File: src/rtl/bpf_pkg.sv
// Shared BPF core types and default geometry for the run controller and the CPU.
// Width helpers keep derived port widths consistent between modules.
package bpf_pkg;

  localparam int BPF_XLEN  = 32;
  localparam int BPF_NREGS = 4;
  localparam int BPF_PC_W  = 8;

  typedef enum logic [2:0] {
    ST_IDLE = 3'd0,
    ST_LOAD = 3'd1,
    ST_PCLD = 3'd2,
    ST_RUN  = 3'd3,
    ST_DONE = 3'd4
  } run_state_t;

  // Register index width, never below one bit so a single-register core still has a port.
  function automatic int idx_width(input int nregs);
    return (nregs > 1) ? $clog2(nregs) : 1;
  endfunction

  function automatic int cnt_width(input int max_cycles);
    return $clog2(max_cycles + 1);
  endfunction

endpackage

File: src/rtl/bpf_watchdog.sv
// Saturating RUN-cycle counter with synchronous clear; flags the last budget cycle
// one cycle ahead so the controller can stop exactly on the budget.
module bpf_watchdog
  import bpf_pkg::*;
#(
  parameter  int MAX_CYCLES = 20,
  localparam int CNT_W      = cnt_width(MAX_CYCLES)
) (
  input  logic             clk,
  input  logic             rst,
  input  logic             clr,
  input  logic             en,
  output logic [CNT_W-1:0] count,
  output logic             expired,
  output logic             at_last
);

  localparam logic [CNT_W-1:0] MAX_CNT  = CNT_W'(MAX_CYCLES);
  localparam logic [CNT_W-1:0] LAST_CNT = CNT_W'(MAX_CYCLES - 1);

  logic [CNT_W-1:0] count_q;
  logic [CNT_W-1:0] count_d;

  always_comb begin
    count_d = count_q;
    if (clr) begin
      count_d = '0;
    end else if (en && (count_q != MAX_CNT)) begin
      count_d = count_q + CNT_W'(1);
    end
  end

  always_ff @(posedge clk or posedge rst) begin
    if (rst) begin
      count_q <= '0;
    end else begin
      count_q <= count_d;
    end
  end

  assign count   = count_q;
  assign expired = (count_q == MAX_CNT);
  assign at_last = (count_q == LAST_CNT);

endmodule

File: src/rtl/bpf_run_ctrl.sv
// Run controller: preloads the core register file and PC over valid/ready while holding
// it in reset, then runs it against a watchdog budget and reports result/cycles/status.
module bpf_run_ctrl
  import bpf_pkg::*;
#(
  parameter  int XLEN       = BPF_XLEN,
  parameter  int NREGS      = BPF_NREGS,
  parameter  int PC_W       = BPF_PC_W,
  parameter  int MAX_CYCLES = 20,
  localparam int IDX_W      = idx_width(NREGS),
  localparam int CNT_W      = cnt_width(MAX_CYCLES)
) (
  input  logic             clk,
  input  logic             rst,
  input  logic             start,
  input  logic             abort,
  input  logic [PC_W-1:0]  pc_init,
  input  logic             init_valid,
  output logic             init_ready,
  input  logic [IDX_W:0]   init_idx,
  input  logic [XLEN-1:0]  init_data,
  input  logic             init_last,
  output logic             cpu_rst,
  output logic             cpu_wr_en,
  output logic [IDX_W-1:0] cpu_wr_idx,
  output logic [XLEN-1:0]  cpu_wr_data,
  output logic             cpu_pc_load,
  output logic [PC_W-1:0]  cpu_pc_val,
  input  logic             cpu_halt,
  input  logic [XLEN-1:0]  cpu_ret,
  output logic             busy,
  output logic             done,
  output logic             timeout,
  output logic             idx_err,
  output logic [XLEN-1:0]  result,
  output logic [CNT_W-1:0] cycles
);

  run_state_t       state_q;
  logic             cpu_rst_q;
  logic             init_ready_q;
  logic             wr_en_q;
  logic [IDX_W-1:0] wr_idx_q;
  logic [XLEN-1:0]  wr_data_q;
  logic             pc_load_q;
  logic [PC_W-1:0]  pc_q;
  logic             busy_q;
  logic             done_q;
  logic             timeout_q;
  logic             idx_err_q;
  logic [XLEN-1:0]  result_q;

  logic accept_start;
  logic handshake;
  logic idx_ok;
  logic wd_en;
  logic wd_expired;
  logic wd_last;
  logic wd_budget;

  assign accept_start = ((state_q == ST_IDLE) || (state_q == ST_DONE)) && start && !abort;
  assign handshake    = (state_q == ST_LOAD) && init_valid && init_ready_q;
  assign idx_ok       = ({{(31 - IDX_W){1'b0}}, init_idx} < NREGS);
  assign wd_en        = (state_q == ST_RUN) && !abort;
  // Stop on the cycle that brings the count to the budget, not one cycle later.
  assign wd_budget    = wd_last || wd_expired;

  bpf_watchdog #(
    .MAX_CYCLES (MAX_CYCLES)
  ) u_watchdog (
    .clk     (clk),
    .rst     (rst),
    .clr     (accept_start),
    .en      (wd_en),
    .count   (cycles),
    .expired (wd_expired),
    .at_last (wd_last)
  );

  always_ff @(posedge clk or posedge rst) begin
    if (rst) begin
      state_q      <= ST_IDLE;
      cpu_rst_q    <= 1'b1;
      init_ready_q <= 1'b0;
      wr_en_q      <= 1'b0;
      wr_idx_q     <= '0;
      wr_data_q    <= '0;
      pc_load_q    <= 1'b0;
      pc_q         <= '0;
      busy_q       <= 1'b0;
      done_q       <= 1'b0;
      timeout_q    <= 1'b0;
      idx_err_q    <= 1'b0;
      result_q     <= '0;
    end else begin
      wr_en_q   <= 1'b0;
      pc_load_q <= 1'b0;
      if (abort) begin
        state_q      <= ST_IDLE;
        cpu_rst_q    <= 1'b1;
        init_ready_q <= 1'b0;
        busy_q       <= 1'b0;
        done_q       <= 1'b0;
      end else begin
        case (state_q)
          ST_IDLE, ST_DONE: begin
            if (start) begin
              state_q      <= ST_LOAD;
              pc_q         <= pc_init;
              idx_err_q    <= 1'b0;
              timeout_q    <= 1'b0;
              result_q     <= '0;
              done_q       <= 1'b0;
              busy_q       <= 1'b1;
              init_ready_q <= 1'b1;
            end
          end
          ST_LOAD: begin
            if (handshake) begin
              wr_en_q <= idx_ok;
              if (idx_ok) begin
                wr_idx_q  <= init_idx[IDX_W-1:0];
                wr_data_q <= init_data;
              end else begin
                idx_err_q <= 1'b1;
              end
              if (init_last) begin
                state_q      <= ST_PCLD;
                init_ready_q <= 1'b0;
                pc_load_q    <= 1'b1;
              end
            end
          end
          ST_PCLD: begin
            state_q   <= ST_RUN;
            cpu_rst_q <= 1'b0;
          end
          ST_RUN: begin
            if (cpu_halt) begin
              state_q   <= ST_DONE;
              result_q  <= cpu_ret;
              cpu_rst_q <= 1'b1;
              busy_q    <= 1'b0;
              done_q    <= 1'b1;
            end else if (wd_budget) begin
              state_q   <= ST_DONE;
              timeout_q <= 1'b1;
              cpu_rst_q <= 1'b1;
              busy_q    <= 1'b0;
              done_q    <= 1'b1;
            end
          end
          default: begin
            state_q   <= ST_IDLE;
            cpu_rst_q <= 1'b1;
            busy_q    <= 1'b0;
          end
        endcase
      end
    end
  end

  assign init_ready  = init_ready_q;
  assign cpu_rst     = cpu_rst_q;
  assign cpu_wr_en   = wr_en_q;
  assign cpu_wr_idx  = wr_idx_q;
  assign cpu_wr_data = wr_data_q;
  assign cpu_pc_load = pc_load_q;
  assign cpu_pc_val  = pc_q;
  assign busy        = busy_q;
  assign done        = done_q;
  assign timeout     = timeout_q;
  assign idx_err     = idx_err_q;
  assign result      = result_q;

endmodule
File: config.mk
export PLATFORM = sky130hd
export DESIGN_NAME = bpf_run_ctrl
export DESIGN_NICKNAME = d
export VERILOG_FILES = /design/src/rtl/bpf_pkg.sv /design/src/rtl/bpf_watchdog.sv /design/src/rtl/bpf_run_ctrl.sv
export SDC_FILE = /design/constraint.sdc
export NUM_CORES = 1
export LEC_CHECK = 0
export ABC_AREA = 1
export CORE_MARGIN = 2
export CORE_UTILIZATION = 42
export DETAILED_ROUTE_END_ITERATION = 10
export PLACE_DENSITY_LB_ADDON = 0.12
export SKIP_CTS_REPAIR_TIMING = 1
export SYNTH_ARGS = -nofsm -noshare
export SYNTH_HDL_FRONTEND = slang
export SYNTH_SLANG_ARGS = --single-unit
File: constraint.sdc
create_clock -name clk -period 3.3 [get_ports clk]
set_input_delay 0.33 -clock clk [delete_from_list [all_inputs] [get_ports clk]]
set_output_delay 0.33 -clock clk [all_outputs]
set_load 0.02 [all_outputs]
==> impl_metrics.yaml, run 1 <==
grt:
  met1_usage: 0.266
  overflow: 0
  track_usage: 0.198
  grt_pass1_wl_mm: 15.9
  grt_use_met2: 0.314
  grt_pass1_vias: 3347
  busiest_layer: "met2"
  antenna_found_initial: 0
  grt_max_degree: 91
  grt_util_met3: 0.0682
synthesis:
  synth-seq-area-share: 0.584
  synth_top_cell_by_area: "dfrtp_1"
  synthSimpleGateAreaFrac: 0.271
  netlist_area_sq_um: 3860
  synth-xor-area-share: 0.00681
  synth_edf_count: 0
  synthTopCellsByArea: "dfrtp_1, nand2_1, o21ai_2"
  synthArstFlopShare: 1.00
  synth_fa_ha_area_frac: 0.00648
  synthTopCellsByCount: "nand2_1, dfrtp_1, o21ai_2"
  synthDominantCellAreaShare: 0.577
  synth_top_family_by_area: "simple AND/OR/NAND/NOR gates"
  synth_cells: 435
  synth_nets: 519
  ys.flop_type: "dfrtp_1"
  avgSynthCellArea_sq_um: 8.87
  synth_compound_gate_area_share: 0.0739
  ys_warn_count: 0
  post-synth-top-count-cell: "nand2_1"
  synth.mux.area_fraction: 0
  synth_cell_types: 24
  ys_seq_elements: 90
route:
  drt-vias-per-instance: 4.74
  drt-total-wl_mm: 9.63
  drc: 0
  wl_per_cell_um: 13.5
  vias: 3370
  antenna_left: 0
  dr.first_iter.drc_count: 131
  drt_first_pass_iters: 4
timing:
  final.period_utilization: 0.573
  fin_setup_tns_ns: 0
  fmax_mhz: 529
  timing.slew.headroom: 0.463
  setup_viol: 0
  rsz0062_at_grt: "false"
  clock_skew_ns: 0.0128
  period_minus_slack_ns: 1.89
  hold_viol: 0
  worst_pin_slew_ns: 0.804
  final_max_slew_viol_count: 0
  whs_ns: 0.394
die:
  rows: 34
  dieHeight_um: 99.9
  io_pins: 169
  die_x_um: 99.9
  core_area_sq_um: 8810
  dieArea_sq_um: 9970
  initial_core_util: 0.438
cts:
  htreeDepth: 3
  cts_tree: "built"
  root_buffer: "clkbuf_8"
  cts_buffers: 9
  clock_sinks: 90
  clk_pin_slew_ns: 0.09
  clock_latency_ns: 0.35
  max-clock-path-buffers: 2
layout:
  layout-drive-gt1-share: 0.0813
  fin_cells: 711
  area_growth_pct: 49.1
  nNetsFinal: 682
  antenna_cells: 0
min_path:
  hp-class: "in2async"
placement:
  gp_congestion: 0.853
  place_hpwl_mm: 6.79
  dp_cells: 695
  port_buffers: 168
setup_path:
  crit_path_end_kind: "flip-flop"
  reg2reg_slack_ns: 1.41
  critPathRequiredTime_ns: 3.53
  crit_fanout: 36
  worstReg2RegStart: "state_q[0]$_DFFE_PP0P_"
  reg2reg_to: "state_q[2]$_DFFE_PP0P_"
  reg2regPathDepth: 5
  critPathKind: "reg2reg"
  start_kind: "flip-flop"
  critPathLaunch: "state_q[0]$_DFFE_PP0P_"
  arrival_ns: 2.12
pwr:
  finalPower_uw: 4370
  p_leak_uw: 0.00271
  ir_drop_uv: 412
  powerDensity_nw_per_um2: 759
status:
  status: "finished, final reports clean"
run:
  max_cap_viol_count: 0
[cell usage in the layout, fill, tap and decap left out, types with 8 or more instances in the layout]
| master | count |
|---|---|
| clkbuf_8 | 10 |
| clkdlybuf4s50_1 | 168 |
| dfrtp_1 | 89 |
| inv_1 | 14 |
| nand2_1 | 216 |
| nand3_1 | 16 |
| nor2_1 | 14 |
| o21ai_0 | 8 |
| o21ai_1 | 16 |
| o21ai_2 | 17 |
[metal layers]
| layer | up-vias | wire length, um |
|---|---|---|
| li1 | 1683 | - |
| met2 | 121 | 4490 |
| met3 | 4 | 848 |
| met1 | 1562 | 4240 |
| met4 | 0 | 50 |
| met5 | - | 0 |
[worst max-delay path: stages, from the launching register on]
cell and delay (ns):
dfrtp_1 0.44, nand2_1 0.12, nor2_4 0.63, nand4_1 0.34, nand3_1 0.18, nand2_1 0.07
[power breakdown]
| group | leakage [uW] | switching, uW | internal [uW] |
|---|---|---|---|
| Combinational | 0.00140 | 1080 | 865 |
| Clock | 0.000100 | 390 | 376 |
| Sequential | 0.00121 | 215 | 1440 |
| Total | 0.00271 | 1690 | 2680 |
[through the flow]
step	setup WS, ns	area [sq um]	util
6_report	1.41	5760	0.654
2_1_floorplan	0.636	3860	-
4_1_cts	1.38	5760	0.654
3_5_place_dp	1.08	5550	0.631
5_1_grt	1.21	5760	0.654
3_3_place_gp	1.19	5550	0.631
[sequential cells by signal (all words and copies together) (netlist names), 2 cells and up]
register	flops
state_q	3
cpu_pc_val	8
u_watchdog.count	5
result	32
cpu_wr_idx	2
cpu_wr_data	32
[worst max path at each step]
| stage | endpoint | slack, ns |
|---|---|---|
| 5_1_grt | busy$_DFFE_PP0P_ | 1.21 |
| 2_1_floorplan | busy$_DFFE_PP0P_ | 0.64 |
| 6_report | state_q[2]$_DFFE_PP0P_ | 1.41 |
| 3_3_place_gp | u_watchdog.count[4]$_DFFE_PP0P_ | 1.19 |
| 3_5_place_dp | u_watchdog.count[2]$_DFFE_PP0P_ | 1.08 |
| 4_1_cts | busy$_DFFE_PP0P_ | 1.38 |
[kinds of logic (layout without fill, tap and decap cells)]
family	count (synthesis)	count (layout)
flops	90	90
buf+inv	38	206
simple gates	258	258
xor+xnor	3	3
fa+ha+maj	2	2
compound gates	44	44
[final cells by class]
class,instances,area (sq um)
sequential,90,2250
clock inverter,5,60.1
inverter,21,82.6
fill,728,3050
tap,108,135
timing repair buffer,169,1700
multi-input combinational,307,1380
clock buffer,11,141
Note: power is estimated with default switching activity, not from simulation.
==> run 2, diff against run 1 <==
==> constraint.sdc (replaced) <==
create_clock -name clk -period 1.8 [get_ports clk]
set_input_delay 0.18 -clock clk [delete_from_list [all_inputs] [get_ports clk]]
set_output_delay 0.18 -clock clk [all_outputs]
set_load 0.02 [all_outputs]
==> impl_metrics.yaml, run 2 (synthesis gave the netlist of run 1 again) <==
pwr:
  p_leak_uw: 0.00275
  ir_drop_uv: 848
  powerDensity_nw_per_um2: 1390
cts:
  htreeDepth: 3
  clk_pin_slew_ns: 0.08
  cts_tree: "built"
  cts_buffers: 9
  clock_latency_ns: 0.36
  clock_sinks: 90
  root_buffer: "clkbuf_8"
  max-clock-path-buffers: 2
route:
  drt-total-wl_mm: 9.84
  antenna_left: 0
  vias: 3432
  drt_first_pass_iters: 4
  drt-vias-per-instance: 4.77
  wl_per_cell_um: 13.7
  drc: 0
  dr.first_iter.drc_count: 78
grt:
  track_usage: 0.204
  antenna_found_initial: 0
  grt_pass1_wl_mm: 16.2
  grt_max_degree: 46
  overflow: 0
  grt_pass1_vias: 3336
min_path:
  hp-class: "in2async"
die:
  core_area_sq_um: 8810
  initial_core_util: 0.438
  dieArea_sq_um: 9970
  die_x_um: 99.9
  io_pins: 169
  rows: 34
  dieHeight_um: 99.9
layout:
  final_area_sq_um: 5840
  antenna_cells: 0
  multi_input_area_sq_um: 1380
  final_common_cell: "nand2_1"
  fin_cells: 719
  mostFrequentLayoutCells: "nand2_1, clkdlybuf4s50_1, dfrtp_1, o21ai_2"
  seqCellArea_sq_um: 2250
  fillers: 725
  nNetsFinal: 691
  layout-drive-gt1-share: 0.0949
  area_growth_pct: 51.3
setup_path:
  crit_fanout: 2
  crit_chain: "clkdlybuf4s50_1"
  reg2reg_slack_ns: 0.35
  slowest_stage: "clkdlybuf4s50_1"
  cp_slowest_stage_delay_ns: 0.63
  reg2regPathDepth: 8
  reg2reg_to: "done$_DFFE_PP0P_"
  path_delay_family: "buffers and inverters"
  crit_path_end_kind: "output pin"
  start_kind: "flip-flop"
  cp.buffers_inverters: 1
  critPathKind: "reg2out"
  worstReg2RegStart: "u_watchdog.count[0]$_DFFE_PP0P_"
  arrival_ns: 1.52
  critPathRequiredTime_ns: 1.62
timing:
  period_minus_slack_ns: 1.70
  worst_pin_slew_ns: 0.562
  clock_skew_ns: 0.0167
  fmax_mhz: 589
  whs_ns: 0.234
  rsz0062_at_grt: "false"
  setup_viol: 0
  fin_setup_tns_ns: 0
  hold_viol: 0
  final.period_utilization: 0.943
  final_max_slew_viol_count: 0
  timing.slew.headroom: 0.625
  setup_slack_ns: 0.103
status:
  status: "finished, final reports clean"
placement:
  postPlaceCellArea_sq_um: 5650
  dp_cells: 704
  gp_congestion: 0.837
  post-place-ws_ns: 0.212
  port_buffers: 168
  place_hpwl_mm: 7.20
run:
  max_cap_viol_count: 0
## run 2: worst max path at each step
stage | from | end | slack [ns] | cells past startpoint
floorplan | u_watchdog.count[0]$_DFFE_PP0P_ | state_q[2]$_DFFE_PP0P_ | 0.40 | 8
global placement | abort | cpu_wr_data[25]$_DFFE_PP0P_ | 0.26 | 7
detailed placement | abort | cpu_wr_data[1]$_DFFE_PP0P_ | 0.21 | 7
CTS | cpu_rst$_DFFE_PP1P_ | cpu_rst | 0.08 | 1
global route | cpu_rst$_DFFE_PP1P_ | cpu_rst | 0.03 | 1
finish | cpu_rst$_DFFE_PP1P_ | cpu_rst | 0.10 | 1
## run 2: per-layer routing
metal / up-vias / GRT usage / routed length, um
met4: 0 / 0.0854 / 206
li1: 1695 / - / -
met2: 136 / 0.317 / 4480
met3: 14 / 0.0508 / 773
met5: - / 0 / 0
met1: 1587 / 0.274 / 4390
## run 2: metrics by stage
| step | util | power [uW] |
|---|---|---|
| 2_1_floorplan | - | 5060 |
| 3_3_place_gp | 0.642 | 6710 |
| 3_5_place_dp | 0.642 | 6790 |
| 4_1_cts | 0.663 | 8180 |
| 5_1_grt | 0.663 | 8620 |
| 6_report | 0.663 | 8100 |
## run 2: worst register-to-register path, delay by kind of cell (launching register included)
family                     cells  cell delay [ns]
adders and majority gates      1             0.20
buffers and inverters          2             0.12
DFF                            1             0.39
and+or+nand+nor                5             0.62
## run 2: area by class of cell
| cell class | instances | share of cell area |
|---|---|---|
| well taps | 108 | 0.0231 |
| clock inverters | 6 | 0.0116 |
| clock buffers | 9 | 0.0212 |
| multi-input cells | 307 | 0.237 |
| inverters | 21 | 0.0146 |
| flip-flops and latches | 90 | 0.386 |
| repair buffers | 178 | 0.307 |
## run 2: power breakdown
part	leakage, uW	switching [uW]	internal [uW]	total [uW]
registers	0.00121	397	2640	3040
logic	0.00145	2020	1680	3700
clock network	0.0000917	722	639	1360
total	0.00275	3140	4960	8100
==> run 3, diff against run 2 <==
--- a/config.mk
+++ b/config.mk
@@ -9,7 +9,7 @@
 export CORE_MARGIN = 2
 export CORE_UTILIZATION = 42
 export DETAILED_ROUTE_END_ITERATION = 10
-export PLACE_DENSITY_LB_ADDON = 0.12
+export PLACE_DENSITY = 0.84
 export SKIP_CTS_REPAIR_TIMING = 1
 export SYNTH_ARGS = -nofsm -noshare
 export SYNTH_HDL_FRONTEND = slang
==> impl_metrics.yaml, run 3 (synthesis gave the netlist of run 1 again) <==
die:
  dieHeight_um: 99.9
  core_area_sq_um: 8810
  initial_core_util: 0.438
  die_x_um: 99.9
  dieArea_sq_um: 9970
  rows: 34
  io_pins: 169
cts:
  cts_tree: "built"
  htreeDepth: 3
  cts_buffers: 9
  root_buffer: "clkbuf_8"
  clk_pin_slew_ns: 0.09
  clock_sinks: 90
  clock_latency_ns: 0.34
  max-clock-path-buffers: 2
route:
  antenna_left: 0
  drt-total-wl_mm: 9.92
  wl_per_cell_um: 13.8
  drt-vias-per-instance: 4.82
  drc: 1
  dr.first_iter.drc_count: 139
  vias: 3468
  drt_first_pass_iters: 8
setup_path:
  cp_slowest_stage_delay_ns: 0.64
  cp.buffers_inverters: 1
  critPathKind: "reg2out"
  arrival_ns: 1.52
  slowest_stage: "clkdlybuf4s50_1"
  crit_chain: "clkdlybuf4s50_1"
  reg2regPathDepth: 7
  start_kind: "flip-flop"
  critPathRequiredTime_ns: 1.62
  reg2reg_to: "cpu_wr_data[13]$_DFFE_PP0P_"
  worstReg2RegStart: "state_q[2]$_DFFE_PP0P_"
  reg2reg_slack_ns: 0.35
  crit_path_end_kind: "output pin"
  path_delay_family: "buffers and inverters"
  crit_fanout: 2
timing:
  period_minus_slack_ns: 1.70
  clock_skew_ns: 0.00836
  rsz0062_at_grt: "false"
  final.period_utilization: 0.945
  setup_viol: 0
  worst_pin_slew_ns: 0.420
  timing.slew.headroom: 0.720
  fin_setup_tns_ns: 0
  hold_viol: 0
  final_max_slew_viol_count: 0
  fmax_mhz: 588
pwr:
  p_leak_uw: 0.00276
  finalPower_uw: 8200
  intPower_uw: 5100
  p_switching_uw: 3100
  pwr-share-clk: 0.179
  powerDensity_nw_per_um2: 1400
  ir_drop_uv: 776
  p_seq_frac: 0.372
  swShare: 0.378
  share_comb_of_total_power: 0.449
min_path:
  hp-class: "in2async"
placement:
  dp_cells: 703
  gp_congestion: 0.880
  port_buffers: 168
  place_hpwl_mm: 7.27
layout:
  layout-drive-gt1-share: 0.0917
  final_util: 0.665
  fillers: 711
  antenna_cells: 0
  mostFrequentLayoutCells: "nand2_1, clkdlybuf4s50_1, dfrtp_1, o21ai_2"
  fin_cells: 719
  final_common_cell: "nand2_1"
  area_growth_pct: 51.6
  nNetsFinal: 690
grt:
  grt_pass1_vias: 3396
  antenna_found_initial: 0
  track_usage: 0.203
  grt_max_degree: 57
  grt_pass1_wl_mm: 16.2
  overflow: 0
status:
  violations: "design-rule violations"
  status: "finished with violations"
run:
  max_cap_viol_count: 0
[run 3: cell count changes in the layout (fill, tap and decap cells not counted)]
| cell | delta |
|---|---|
| clkbuf_1 | +2 |
| clkinvlp_4 | -2 |
| buf_4 | -1 |
| bufinv_16 | +1 |
| clkinv_2 | +1 |
| inv_6 | -1 |
[run 3: layout make-up]
type / instances / area, sq um / share of cell area
timing repair buffer: 177 / 1790 / 0.305
sequential: 90 / 2250 / 0.385
multi-input combinational: 307 / 1380 / 0.236
clock inverter: 5 / 78.8 / 0.0135
clock buffer: 11 / 131 / 0.0225
tap: 108 / 135 / 0.0231
inverter: 21 / 85.1 / 0.0145
[run 3: worst max-delay path by stage]
stage | start | endpoint | slack [ns] | cells after the start
after global routing | cpu_rst$_DFFE_PP1P_ | cpu_rst | 0.03 | 1
after CTS | cpu_rst$_DFFE_PP1P_ | cpu_rst | 0.05 | 1
final | cpu_rst$_DFFE_PP1P_ | cpu_rst | 0.1 | 1
after floorplan | u_watchdog.count[0]$_DFFE_PP0P_ | state_q[2]$_DFFE_PP0P_ | 0.40 | 8
after global placement | abort | result[10]$_DFFE_PP0P_ | 0.27 | 8
after detailed placement | abort | result[8]$_DFFE_PP0P_ | 0.17 | 8
[run 3: per-stage QoR]
stage | hold slack [ns] | setup WS, ns | area (sq um)
6_report | 0.304 | 0.0992 | 5850
3_5_place_dp | 0.464 | 0.175 | 5640
2_1_floorplan | 0.290 | 0.398 | 3860
5_1_grt | 0.300 | 0.0252 | 5850
4_1_cts | 0.296 | 0.0546 | 5850
3_3_place_gp | 0.458 | 0.274 | 5640
[run 3: routing by layer]
metal	up-vias	routed length, um	GRT usage
li1	1696	-	-
met1	1615	4310	0.276
met2	141	4630	0.314
met3	16	789	0.0641
met4	0	193	0.0622
met5	-	0	0
[run 3: power by group through the flow]
stage / clock network, uW / registers (uW) / logic, uW
after global routing: 1600 / 3120 / 4000
final: 1470 / 3050 / 3680
after global placement: 0 / 3050 / 3630
after detailed placement: 0 / 3060 / 3710
after floorplan: 0 / 3770 / 1290
after CTS: 1510 / 3050 / 3720
